<file path="src/rtl/rob_flush_param.sv">
// ---------------------------------------------------------------------------
// rob_flush_param -- parametrised in-order reorder buffer with misprediction
// flush, store-commit backpressure and two combinational operand-query ports.
//
// Parameters : DEPTH (entries, power of two 4..64), IDX_W (log2(DEPTH), tag width)
// Optional   : define ROB_PERF_COUNTERS_EN to add perf_commits / perf_flushes.
//
// Ports
//   clk_in, rst_in (async, active-high), rdy_in (global enable)
//   alloc_*          : dispatch side; alloc_ready/alloc_tag are combinational
//   alu_* / load_*   : writeback buses addressed by RoB tag
//   q1_*, q2_*       : combinational operand lookup by tag
//   store_commit_*   : head-store handshake to the store buffer
//   reg_commit_*     : registered register-file writeback pulse
//   flush_out/pc     : registered misprediction redirect pulse
//   count            : occupancy (0..DEPTH)
// ---------------------------------------------------------------------------
module rob_flush_param #(
    parameter int DEPTH = 16,
    parameter int IDX_W = 4
) (
    input  logic             clk_in,
    input  logic             rst_in,
    input  logic             rdy_in,
    input  logic             alloc_valid,
    output logic             alloc_ready,
    input  logic [5:0]       alloc_type,
    input  logic [4:0]       alloc_rd,
    input  logic [31:0]      alloc_pc,
    input  logic             alloc_pred,
    output logic [IDX_W-1:0] alloc_tag,
    input  logic             alu_done,
    input  logic [IDX_W-1:0] alu_rob_pos,
    input  logic [31:0]      alu_res,
    input  logic             alu_jump,
    input  logic [31:0]      alu_jump_addr,
    input  logic             load_done,
    input  logic [IDX_W-1:0] load_rob_pos,
    input  logic [31:0]      load_res,
    input  logic [IDX_W-1:0] q1_tag,
    input  logic [IDX_W-1:0] q2_tag,
    output logic             q1_ready,
    output logic             q2_ready,
    output logic [31:0]      q1_val,
    output logic [31:0]      q2_val,
    input  logic             store_commit_ready,
    output logic             store_commit_valid,
    output logic [IDX_W-1:0] store_commit_tag,
    output logic             reg_commit,
    output logic [4:0]       reg_commit_rd,
    output logic [31:0]      reg_commit_val,
    output logic [IDX_W-1:0] reg_commit_tag,
    output logic             flush_out,
    output logic [31:0]      flush_pc,
    output logic [IDX_W:0]   count
`ifdef ROB_PERF_COUNTERS_EN
    ,
    output logic [31:0]      perf_commits,
    output logic [31:0]      perf_flushes
`endif
);

    localparam logic [IDX_W:0]   DEPTH_C = (IDX_W+1)'(DEPTH);
    localparam logic [IDX_W-1:0] IDX_ONE = IDX_W'(1);
    localparam logic [IDX_W:0]   CNT_ONE = (IDX_W+1)'(1);

    // Control state (reset)
    logic [IDX_W-1:0] head, tail;
    logic [IDX_W:0]   cnt;
    logic [DEPTH-1:0] busy, ready_q;

    // Entry payload (not reset; qualified by busy/ready)
    logic [5:0]       type_q  [DEPTH];
    logic [4:0]       rd_q    [DEPTH];
    logic [31:0]      pc_q    [DEPTH];
    logic [31:0]      val_q   [DEPTH];
    logic [31:0]      jaddr_q [DEPTH];
    logic [DEPTH-1:0] pred_q, jump_q;

    logic [5:0] h_type;
    logic       h_is_store, h_is_br, h_is_jalr, h_mispred;
    logic       commit, flush, do_alloc, alu_wb, load_wb;

    assign h_type     = type_q[head];
    assign h_is_store = (h_type >= 6'd15) && (h_type <= 6'd17);
    assign h_is_br    = (h_type >= 6'd4) && (h_type <= 6'd9);
    assign h_is_jalr  = (h_type == 6'd3);
    assign h_mispred  = (h_is_br || h_is_jalr) && (jump_q[head] != pred_q[head]);

    // Commit looks only at registered ready; a same-cycle writeback is not bypassed.
    assign commit   = rdy_in && (cnt != '0) && ready_q[head] &&
                      (!h_is_store || store_commit_ready);
    assign flush    = commit && h_mispred;
    assign do_alloc = rdy_in && alloc_valid && alloc_ready;
    assign alu_wb   = rdy_in && alu_done  && busy[alu_rob_pos];
    assign load_wb  = rdy_in && load_done && busy[load_rob_pos];

    assign alloc_ready = (cnt < DEPTH_C);
    assign alloc_tag   = tail;
    assign count       = cnt;

    assign q1_ready = busy[q1_tag] & ready_q[q1_tag];
    assign q2_ready = busy[q2_tag] & ready_q[q2_tag];
    assign q1_val   = busy[q1_tag] ? val_q[q1_tag] : 32'd0;
    assign q2_val   = busy[q2_tag] ? val_q[q2_tag] : 32'd0;

    always_ff @(posedge clk_in or posedge rst_in) begin
        if (rst_in) begin
            head               <= '0;
            tail               <= '0;
            cnt                <= '0;
            busy               <= '0;
            ready_q            <= '0;
            store_commit_valid <= 1'b0;
            store_commit_tag   <= '0;
            reg_commit         <= 1'b0;
            reg_commit_rd      <= '0;
            reg_commit_val     <= '0;
            reg_commit_tag     <= '0;
            flush_out          <= 1'b0;
            flush_pc           <= '0;
        end else if (!rdy_in) begin
            store_commit_valid <= 1'b0;
            reg_commit         <= 1'b0;
            flush_out          <= 1'b0;
        end else begin
            store_commit_valid <= 1'b0;
            reg_commit         <= 1'b0;
            flush_out          <= 1'b0;

            if (commit) begin
                if (h_is_store) begin
                    store_commit_valid <= 1'b1;
                    store_commit_tag   <= head;
                end else if (!h_is_br) begin
                    reg_commit     <= 1'b1;
                    reg_commit_rd  <= rd_q[head];
                    reg_commit_val <= val_q[head];
                    reg_commit_tag <= head;
                end
            end

            if (flush) begin
                // Whole buffer squashed; same-cycle alloc/writeback discarded.
                head      <= '0;
                tail      <= '0;
                cnt       <= '0;
                busy      <= '0;
                ready_q   <= '0;
                flush_out <= 1'b1;
                flush_pc  <= jump_q[head] ? jaddr_q[head] : pc_q[head] + 32'd4;
            end else begin
                if (alu_wb)  ready_q[alu_rob_pos]  <= 1'b1;
                if (load_wb) ready_q[load_rob_pos] <= 1'b1;
                if (do_alloc) begin
                    busy[tail]    <= 1'b1;
                    ready_q[tail] <= 1'b0;
                    tail          <= tail + IDX_ONE;
                end
                // head != tail whenever commit and alloc coincide (0<cnt<DEPTH)
                if (commit) begin
                    busy[head]    <= 1'b0;
                    ready_q[head] <= 1'b0;
                    head          <= head + IDX_ONE;
                end
                case ({do_alloc, commit})
                    2'b10:   cnt <= cnt + CNT_ONE;
                    2'b01:   cnt <= cnt - CNT_ONE;
                    default: cnt <= cnt;
                endcase
            end
        end
    end

    always_ff @(posedge clk_in) begin
        if (rdy_in && !flush) begin
            if (do_alloc) begin
                type_q[tail] <= alloc_type;
                rd_q[tail]   <= alloc_rd;
                pc_q[tail]   <= alloc_pc;
                pred_q[tail] <= alloc_pred;
            end
            if (alu_wb) begin
                val_q[alu_rob_pos]   <= alu_res;
                jump_q[alu_rob_pos]  <= alu_jump;
                jaddr_q[alu_rob_pos] <= alu_jump_addr;
            end
            // Placed after the ALU write so the load wins on a shared tag.
            if (load_wb) begin
                val_q[load_rob_pos]  <= load_res;
                jump_q[load_rob_pos] <= 1'b0;
            end
        end
    end

`ifdef ROB_PERF_COUNTERS_EN
    always_ff @(posedge clk_in or posedge rst_in) begin
        if (rst_in) begin
            perf_commits <= '0;
            perf_flushes <= '0;
        end else if (rdy_in) begin
            if (commit) perf_commits <= perf_commits + 32'd1;
            if (flush)  perf_flushes <= perf_flushes + 32'd1;
        end
    end
`endif

endmodule

</file>
<file path="config.mk">
export PLATFORM = sky130hd
export DESIGN_NAME = rob_flush_param
export DESIGN_NICKNAME = d
export VERILOG_FILES = /design/src/rtl/rob_flush_param.sv
export SDC_FILE = /design/constraint.sdc
export NUM_CORES = 2
export LEC_CHECK = 0
export CAP_MARGIN = 20
export CORE_UTILIZATION = 39
export DETAILED_ROUTE_END_ITERATION = 12
export SLEW_MARGIN = 40
export SYNTH_ARGS = -nofsm -noshare
export SYNTH_HDL_FRONTEND = slang
export SYNTH_SLANG_ARGS = --single-unit
export TNS_END_PERCENT = 5
</file>
<file path="constraint.sdc">
create_clock -name clk_in -period 7.3 [get_ports clk_in]
set_input_delay 0.73 -clock clk_in [delete_from_list [all_inputs] [get_ports clk_in]]
set_output_delay 0.73 -clock clk_in [all_outputs]
set_load 0.02 [all_outputs]
</file>
==> qor.txt <==
=================================================================================================
Slew at the pin with the worst max-slew slack ......................................     0.916 ns
Grt ovf ............................................................................            0
Width of the chip ..................................................................       476 um
Unrepaired setup endpoints after global routing ....................................           no
Clock tree from TritonCTS ..........................................................         done
Flop pwr share .....................................................................        50.9%
Worst Path Max Fanout ..............................................................           49
Number of clock buffers inserted by TritonCTS ......................................          194
Internal power .....................................................................     0.0181 W
Buffer cell driving the clock tree root ............................................    clkbuf_16
Maximum buffer depth of the clock tree .............................................            3
Total number of yosys warnings .....................................................            0
Power density cells ................................................................   227 nW/um2
Fraction of the core area covered by cells at the end of the flow ..................        45.5%
Fraction of power consumed by the clock network ....................................        44.9%
CTS sink cnt .......................................................................         1869
Placeable core area ................................................................   223000 um2
Vias in the first global route .....................................................        48387
Initial Util .......................................................................        39.4%
Initial antenna violation count ....................................................           38
Number of gates given a new drive strength after cts ...............................            0
Share of Yosys cell area claimed by the top area cell type .........................        59.7%
Fmax ...............................................................................      180 MHz
Primary flip-flop cell chosen by synthesis mapping .................................     edfxtp_1
DIE AREA ...........................................................................   227000 um2
Number of flops mapped to enable cells by yosys ....................................         1744
Cell type contributing the most total cell area after synthesis ....................     edfxtp_1
Maximum number of pins on one net before global-route repair .......................           79
Tightest Hold Check Type ........................................................... input port to async pin
Async set-reset flop share out of synthesis ........................................        6.69%
Post-detailed-routing wire length ..................................................       262 mm
Post-synth top cells ............................................................... edfxtp_1, mux4_2, mux2_1
Switch share .......................................................................        21.5%
Cell with the most instances after synthesis .......................................     edfxtp_1
Cell types occupying the most area after synthesis ................................. edfxtp_1, mux4_2, mux2_1
Post-Place Worst Slack .............................................................      1.81 ns
Setup Skew .........................................................................    0.0690 ns
ANT nets after route ...............................................................            0
Detailed Routing Iterations Pass 1 .................................................            6
Quantity of hold-fixing buffers added after cts ....................................            0
Minimum hold slack .................................................................     0.243 ns
Number of violations of the max-capacitance limit ..................................            0
Comb power frac ....................................................................         4.2%
Final Hold Vio Count ...............................................................            0
Overall power consumption ..........................................................     0.0230 W
Residual DRC .......................................................................            0
Post-synthesis instance area .......................................................    87700 um2
Avg WL per Cell ....................................................................      33.4 um
IR drop worst, VDD .................................................................   0.000212 V
Avg Inst Size Synth ................................................................     20.0 um2
Critical setup path kind ........................................................... register to register
Leakage ............................................................................      32.0 nW
Num rows ...........................................................................          173
Fin crit period ....................................................................      5.57 ns
Via-per-instance ratio .............................................................         6.06
Arr. time, crit path ...............................................................      6.12 ns
Starting DRT DRC Count .............................................................         5010
Crit share post-route ..............................................................        76.3%
Clk slew on worst S/H paths ........................................................      0.06 ns
Layout cells sized above 1 .........................................................        31.4%
Total Routing Usage GR .............................................................        22.9%
Final weighted congestion of routability-driven global placement ...................        0.839
Yosys reg bits .....................................................................         1869
# Post-CTS Setup Buffers ...........................................................            0
Power dissipated by switching net loads ............................................    0.00496 W
Area growth from synthesis to layout ...............................................        15.6%
Post-detailed-placement half-perimeter wirelength ..................................       162 mm
Required time at the worst-slack endpoint ..........................................      7.85 ns
Worst-case headroom to the max-slew limit ..........................................        39.0%
Total via count after detailed routing .............................................        47454
Worst Slack Setup Final ............................................................      1.73 ns
Synth Instances ....................................................................         4393
Fill count .........................................................................        18832
Critical Path Sink Type ............................................................     register
Vert. Die Dim ......................................................................       476 um
Post-Route Setup TNS ...............................................................         0 ns
Run status ......................................................................... complete, no violations
Final setup violation count ........................................................            0
Max-slew violation total from the final report .....................................            0
Max H-tree Level ...................................................................            4
Number of distinct library cell variants in the gate-level netlist after synthesis .           56
# nets final .......................................................................         4848
Post-synthesis sequential area ratio ...............................................        63.2%
Total I/O pin count ................................................................          320
Net count after synthesis ..........................................................         4568
Type of element launching the critical path ........................................     register
Count of port buffers added during placement .......................................          319
Clock latency of the later-clocked register in the worst-skew pair .................      0.87 ns
Wire length of the first global-routing pass .......................................       372 mm
=================================================================================================
## registers in the layout, indices dropped and copies added, names as in the netlist, 32 cells and up
signal	count
val_q	512
rd_q	80
flush_pc	32
reg_commit_val	32
jaddr_q	512
pc_q	512
type_q	96
## power groups by stage
stage	combinational (W)	sequential, W	clock, W
2_1_floorplan	0.000517	0.0120	0
3_3_place_gp	0.000941	0.0120	0
3_5_place_dp	0.000964	0.0120	0
4_1_cts	0.000966	0.0117	0.0105
5_1_grt	0.00102	0.0117	0.0109
6_report	0.000964	0.0117	0.0103
## kinds of logic (layout without fill, tap and decap cells)
kind of cell             after synthesis  count (layout)  share of synthesized area (%)
AND/OR/NAND/NOR                      438             438                           2.45
XOR/XNOR                              33              33                          0.329
other                                  0              12                              0
multiplexers                        1465            1465                           30.2
adder cells (fa/ha/maj)               11              11                          0.157
buffers and inverters                402             852                           2.29
AO/OA/AOI/OAI                        175             175                           1.30
flip-flops                          1869            1869                           63.2
## worst max-delay path, cell delays in order (launching register included)
cell and delay [ns]:
dfrtp_4 0.87, mux4_2 0.59, mux4_2 0.49, buf_4 0.31, xnor2_1 0.24, or4b_4 0.56
nand2b_4 0.42, nand2_2 0.72, buf_4 0.58, mux2_1 0.37
## layout make-up
cell class	count	area (um2)	share of cell area, %
sequential	1869	55500	54.7
multi-input combinational	2122	30600	30.2
clock buffer	251	5220	5.15
timing repair buffer	457	4790	4.72
tap	2975	3720	3.67
clock inverter	115	1440	1.42
inverter	29	131	0.130
antenna	12	30.0	0.0296
## per-layer routing
metal,global-route usage (%),vias up,wire (um)
li1,-,19106,-
met1,30.7,25824,106000
met2,37.5,2077,129000
met3,5.04,415,19600
met4,6.72,32,7310
met5,0,-,197
## layout by cell type (no fill, tap or decap), types with 37 or more instances in the layout
cell                n
edfxtp_1         1744
mux4_2            891
mux2_1            455
clkdlybuf4s50_1   309
clkbuf_16         195
dfrtp_1           122
mux2_2            102
nand2_1            96
buf_4              92
nor2_1             90
nor2b_1            70
clkbuf_1           43
o21ai_0            40
nand3_1            37
## final timing paths
check / slack (ns) / cells past startpoint / from / end
setup / recovery: 1.73 / 9 / head[1]$_DFFE_PP0P_ / val_q[4][15]$_DFFE_PP_
hold reg to reg: 0.50 / 2 / reg_commit_tag[3]$_DFFE_PP0P_ / reg_commit_tag[3]$_DFFE_PP0P_
hold / removal: 0.24 / 2 / rst_in / store_commit_tag[2]$_DFFE_PP0P_
setup reg to reg: 1.73 / 9 / head[1]$_DFFE_PP0P_ / val_q[4][15]$_DFFE_PP_
min in group clk_in: 0.50 / 2 / reg_commit_tag[3]$_DFFE_PP0P_ / reg_commit_tag[3]$_DFFE_PP0P_
max in group asynchronous: 5.44 / 4 / rst_in / head[2]$_DFFE_PP0P_
## through the flow
stage | instances | cell area (um2)
final | 7830 | 101000
after global routing | 7824 | 101000
after CTS | 7815 | 101000
after detailed placement | 7449 | 94700
after global placement | 7429 | 94200
after floorplan | 4393 | 87700
Power figures use the tool's default switching activity.
